==> config.mk <==
export PLATFORM = sky130hd
export DESIGN_NAME = nibble_serializer
export DESIGN_NICKNAME = d
export VERILOG_FILES = /design/src/rtl/nibble_serializer.sv
export SDC_FILE = /design/constraint.sdc
export NUM_CORES = 1
export LEC_CHECK = 0
export CAP_MARGIN = 20
export CORE_MARGIN = 5
export CORE_UTILIZATION = 50
export CTS_CLUSTER_DIAMETER = 120
export DETAILED_ROUTE_END_ITERATION = 6
export PLACE_DENSITY = 0.75
export SETUP_SLACK_MARGIN = 0.02
export SYNTH_ARGS = -nofsm -noshare
export SYNTH_HDL_FRONTEND = slang
export SYNTH_SLANG_ARGS = --single-unit
==> constraint.sdc <==
create_clock -name clk -period 1.8 [get_ports clk]
set_input_delay 0.18 -clock clk [delete_from_list [all_inputs] [get_ports clk]]
set_output_delay 0.18 -clock clk [all_outputs]
set_load 0.1 [all_outputs]
==> src/rtl/nibble_serializer.sv <==
// Purpose: frames a 4-bit word as start + 4 data bits (LSB first) + stop on one serial line.
// Latency: line drops to the start bit the cycle after an accept from idle; frame is 6*BIT_CYCLES cycles.
// Backpressure: one-entry hold register; ready falls while it is occupied, enable is ignored then.
module nibble_serializer #(
    parameter int BIT_CYCLES = 4
) (
    input  logic       clk,
    input  logic       rst,
    input  logic       enable,
    input  logic [3:0] Inp,
    output logic       ready,
    output logic       serial_out,
    output logic       busy,
    output logic       done
);

    typedef enum logic [1:0] {
        IDLE  = 2'd0,
        START = 2'd1,
        DATA  = 2'd2,
        STOP  = 2'd3
    } state_t;

    localparam logic [7:0] LAST = 8'(BIT_CYCLES - 1);

    state_t     state;
    state_t     state_n;
    logic [3:0] sr;
    logic [3:0] sr_n;
    logic [3:0] hold;
    logic [3:0] hold_n;
    logic       hold_full;
    logic       hold_full_n;
    logic [7:0] cyc_cnt;
    logic [7:0] cyc_n;
    logic [1:0] bit_idx;
    logic [1:0] bit_idx_n;
    logic       line_n;
    logic       busy_n;
    logic       done_n;
    logic       accept;
    logic       bit_end;

    assign ready   = !hold_full && !rst;
    assign accept  = enable && ready;
    assign bit_end = (cyc_cnt == LAST);

    // Next-state, datapath and next-output computation.
    always_comb begin
        state_n     = state;
        sr_n        = sr;
        hold_n      = hold;
        hold_full_n = hold_full;
        cyc_n       = cyc_cnt;
        bit_idx_n   = bit_idx;

        // Bit-period counter free-runs while a frame is on the line.
        if (state != IDLE) begin
            cyc_n = bit_end ? 8'd0 : cyc_cnt + 8'd1;
        end

        // Mid-frame accept parks the nibble; the stop-bit bypass below may override it.
        if ((state != IDLE) && accept) begin
            hold_n      = Inp;
            hold_full_n = 1'b1;
        end

        case (state)
            IDLE: begin
                if (accept) begin
                    sr_n    = Inp;
                    cyc_n   = 8'd0;
                    state_n = START;
                end
            end
            START: begin
                if (bit_end) begin
                    bit_idx_n = 2'd0;
                    state_n   = DATA;
                end
            end
            DATA: begin
                if (bit_end) begin
                    sr_n = {1'b0, sr[3:1]};
                    if (bit_idx == 2'd3) begin
                        state_n = STOP;
                    end else begin
                        bit_idx_n = bit_idx + 2'd1;
                    end
                end
            end
            STOP: begin
                if (bit_end) begin
                    if (hold_full) begin
                        sr_n        = hold;
                        hold_full_n = 1'b0;
                        state_n     = START;
                    end else if (accept) begin
                        // Same-edge accept goes straight to the shifter, hold stays empty.
                        sr_n        = Inp;
                        hold_full_n = 1'b0;
                        state_n     = START;
                    end else begin
                        state_n = IDLE;
                    end
                end
            end
            default: state_n = IDLE;
        endcase

        // Outputs are registered, so derive them from the upcoming state.
        case (state_n)
            START:   line_n = 1'b0;
            DATA:    line_n = sr_n[0];
            default: line_n = 1'b1;
        endcase
        busy_n = (state_n != IDLE);
        done_n = (state_n == STOP) && (cyc_n == LAST);
    end

    // Control state and registered outputs with synchronous reset.
    always_ff @(posedge clk) begin
        if (rst) begin
            state      <= IDLE;
            serial_out <= 1'b1;
            busy       <= 1'b0;
            done       <= 1'b0;
            hold_full  <= 1'b0;
            cyc_cnt    <= 8'd0;
            bit_idx    <= 2'd0;
        end else begin
            state      <= state_n;
            serial_out <= line_n;
            busy       <= busy_n;
            done       <= done_n;
            hold_full  <= hold_full_n;
            cyc_cnt    <= cyc_n;
            bit_idx    <= bit_idx_n;
        end
    end

    // Data registers need no reset; their contents only matter once a frame is loaded.
    always_ff @(posedge clk) begin
        sr   <= sr_n;
        hold <= hold_n;
    end

endmodule
==> results.sh, run 1 <==
export IMPL_totalWireLength_um=3049
export IMPL_clk_path_buf_depth=2
export IMPL_drt_vias_per_instance=5.841
export IMPL_first_pass_iters=4
export IMPL_drc=0
export IMPL_synth_compound_area_frac=0.1673
export IMPL_worstMarginPinSlew_ns=0.4593
export IMPL_grt_pass1_vias=1145
export IMPL_grt_ovfl_total=0
export IMPL_dp_hpwl_um=2290
export IMPL_dp_cells=189
export IMPL_start_util=0.5308
export IMPL_synth_top_area_frac=0.2542
export IMPL_clkSinkCount=24
export IMPL_finalWorstSetupSlack_ns=0.1239
export IMPL_power_switching_w=0.0003175
export IMPL_final_hold_viol_count=0
export IMPL_cts_tree="built"
export IMPL_finClkSkew_ns=0.005623
export IMPL_cts_root_buf="clkbuf_4"
export IMPL_share_comb_of_total_power=0.195
export IMPL_synth_area_leader_cell="dfxtp_1"
export IMPL_gp_congestion=0.8427
export IMPL_fmax_mhz=596.6
export IMPL_synth_ff_latch_count=24
export IMPL_rrSetupSlack_ns=0.12
export IMPL_critPathSlowestCell="dfxtp_2"
export IMPL_grt_max_degree=17
export IMPL_synth_most_common_cell="dfxtp_1"
export IMPL_synthDistinctLibCells=45
export IMPL_synth_cell_area_mm2=0.001339
export IMPL_cp_top_family="simple AND/OR/NAND/NOR gates"
export IMPL_fin_crit_sh=0.9312
export IMPL_power_leakage_nw=0.5968
export IMPL_core_mm2=0.002522
export IMPL_powerDensity_mw_per_mm2=706.0
export IMPL_via_count=1139
export IMPL_clk_pin_slew_ns=0.14
export IMPL_routedWlPerCell_um=15.64
export IMPL_rsz0062_at_grt="true"
export IMPL_ys_top_cells_by_count="17 x dfxtp_1, 16 x nor2_1, 13 x nand2_1, 7 x a21oi_1, 7 x edfxtp_1"
export IMPL_postPlaceCellArea_mm2=0.001519
export IMPL_drv_cap=0
export IMPL_synth_edff_count=7
export IMPL_crit_buf_inv=1
export IMPL_arrival_ns=1.90
export IMPL_final_layout_size_suffix_gt1_frac=0.2242
export IMPL_nets=175
export IMPL_ys_warn_count=0
export IMPL_grt_pass1_wl_um=5112
export IMPL_antenna_found_initial=0
export IMPL_cp_slowest_stage_delay_ns=0.38
export IMPL_die_y_um=61.75
export IMPL_die_x_um=61.75
export IMPL_num_rows=18
export IMPL_dieArea_mm2=0.003812
export IMPL_antenna_cells=0
export IMPL_ir_drop_mv=0.5079
export IMPL_worstSetupPathType="reg2reg"
export IMPL_cts_buffers=3
export IMPL_yosysSeqAreaShare=0.4112
export IMPL_crit_chain="ha_2 -> nor4b_4 -> buf_4 -> nand3_1 -> xor2_1 -> nor3b_1 -> a21oi_1"
export IMPL_syn2layout_area_growth_pct=19.44
export IMPL_synthTopCellsByArea="dfxtp_1 25%, edfxtp_1 16%, mux2i_1 4.5%, nor2_1 4.5%, nand2_1 3.6%"
export IMPL_hold_class="in2reg"
export IMPL_status="complete, no violations"
export IMPL_async_flop_share=0
export IMPL_synthCells=146
export IMPL_htree_levels=1
export IMPL_fin_cells=195
export IMPL_required_ns=2.02
export IMPL_endpoint_kind="flip-flop"
export IMPL_synth_top_family_by_area="simple AND/OR/NAND/NOR gates"
export IMPL_setup_viol_count_final=0
export IMPL_grt_use_total=0.1834
export IMPL_cp_max_fo=5
export IMPL_ys_flop_type="dfxtp_1"
export IMPL_dp_worst_setup_slack_ns=-0.09389
export IMPL_n_fill_cell=216
export IMPL_postCtsHoldBufs=0
export IMPL_relSlewSlack=0.6935
export IMPL_syn_num_nets=155
export IMPL_period_minus_slack_ns=1.676
export IMPL_synthMuxAreaShare=0.04486
export IMPL_pin_count=11
export IMPL_synthSimpleGateAreaFrac=0.2402
export IMPL_cp_start_kind="flip-flop"
export IMPL_stdcell_area_mm2=0.001599
export IMPL_clk_latency_ns=0.32
export IMPL_power_frac_seq=0.544
export IMPL_power_internal_w=0.0008115
export IMPL_power_w=0.001129
export IMPL_pwr_share_clk=0.261
export IMPL_final_setup_tns_ns=0
export IMPL_maxSlewViolCount=0
export IMPL_dr_first_iter_drc_count=56
export IMPL_synth_xor_area_frac=0.05888
export IMPL_synth_avg_cell_area_um2=9.170
export IMPL_io_buffers=10
export IMPL_ant_nets=0
export IMPL_synth_adder_area_share=0.01869
export IMPL_swShare=0.2812
-- metal layers --
layer | GRT usage | vias up | routed length, um
li1 | - | 560 | -
met1 | 0.2125 | 544 | 1274
met2 | 0.3184 | 29 | 1585
met3 | 0.05165 | 6 | 142
met4 | 0.07273 | 0 | 46
met5 | 0 | - | 0
-- cells by family (layout without fill, tap and decap cells) --
family          after synthesis  after routing
fa+ha+maj                     2              2
buf+inv                      14             33
compound gates               33             33
mux                           6              6
flops                        24             24
simple gates                 58             58
xor+xnor                      9              9
-- state kept, by name (all words and copies together) (netlist names) --
name	count
state	2
bit_idx	2
done	1
serial_out	1
hold	4
sr	4
hold_full	1
busy	1
cyc_cnt	8
-- worst paths after layout --
check / from / to / cells after the start
worst max register to register: cyc_cnt[0]$_SDFF_PP0_ / serial_out$_SDFF_PP1_ / 7
worst min-delay path: Inp[1] / hold[1]$_DFFE_PP_ / 1
worst min register to register: bit_idx[0]$_SDFFE_PP0P_ / bit_idx[0]$_SDFFE_PP0P_ / 2
worst max-delay path: cyc_cnt[0]$_SDFF_PP0_ / serial_out$_SDFF_PP1_ / 7
-- layout make-up --
| cell class | instances | area (um^2) | area share |
|---|---|---|---|
| Clock buffer | 4 | 36.28 | 0.02269 |
| Inverter | 3 | 11.26 | 0.007042 |
| Multi-Input combinational cell | 108 | 738.2 | 0.4617 |
| Sequential cell | 24 | 553.0 | 0.3459 |
| Tap cell | 30 | 37.54 | 0.02347 |
| Timing Repair Buffer | 26 | 222.7 | 0.1393 |
-- cell usage in the layout (no fill, tap or decap), drive strengths merged --
master | synthesis | routed
a41o | 1 | 1
nor3b | 4 | 4
o21bai | 2 | 2
o221a | 1 | 1
a211o | 1 | 1
nand2b | 1 | 1
nand4 | 3 | 3
o21ai | 7 | 7
edfxtp | 7 | 7
nand3 | 4 | 4
and3 | 2 | 2
ha | 2 | 2
xnor2 | 5 | 5
a2bb2oi | 1 | 1
a31oi | 3 | 3
xor2 | 4 | 4
dfxtp | 17 | 17
clkdlybuf4s50 | 0 | 6
mux2i | 6 | 6
inv | 3 | 3
nor2b | 5 | 5
nor2 | 16 | 16
a311oi | 1 | 1
o31ai | 1 | 1
a211oi | 1 | 1
o2111ai | 1 | 1
nor3 | 3 | 3
buf | 6 | 20
or3b | 1 | 1
nand4b | 1 | 1
o22ai | 4 | 4
clkbuf | 5 | 4
and2 | 1 | 1
or2 | 2 | 2
nand2 | 13 | 13
o32a | 1 | 1
a21oi | 7 | 7
nor4b | 2 | 2
o21a | 1 | 1
-- power by group through the flow --
stage | Clock (W) | Combinational [W] | Sequential, W
final | 0.000295 | 0.000220 | 0.000614
after global routing | 0.000332 | 0.000239 | 0.000618
after CTS | 0.000305 | 0.000217 | 0.000614
after detailed placement | 0 | 0.000217 | 0.000625
after global placement | 0 | 0.000213 | 0.000621
after floorplan | 0 | 0.000126 | 0.000641
-- timing repair --
| action | 4_1_cts | 5_1_grt |
|---|---|---|
| setup buffers | 1 | 1 |
| setup endpoints to repair | 6 | 12 |
| pin swaps | 0 | 2 |
| resized for setup | 2 | 6 |
-- per-stage QoR --
step	hold WS, ns	utilization
4_1_cts	0.4355	0.6220
3_3_place_gp	0.4712	0.6022
2_1_floorplan	0.2789	-
6_report	0.4404	0.6339
5_1_grt	0.4270	0.6339
3_5_place_dp	0.5045	0.6022
No activity file was read; power rests on OpenSTA's default activity.
==> run 2, diff against run 1 <==
- HOLD_SLACK_MARGIN: not set -> 0.06
==> results of run 2 <==
Same layout as run 1: the final DEF is identical, and so are final timing and power.
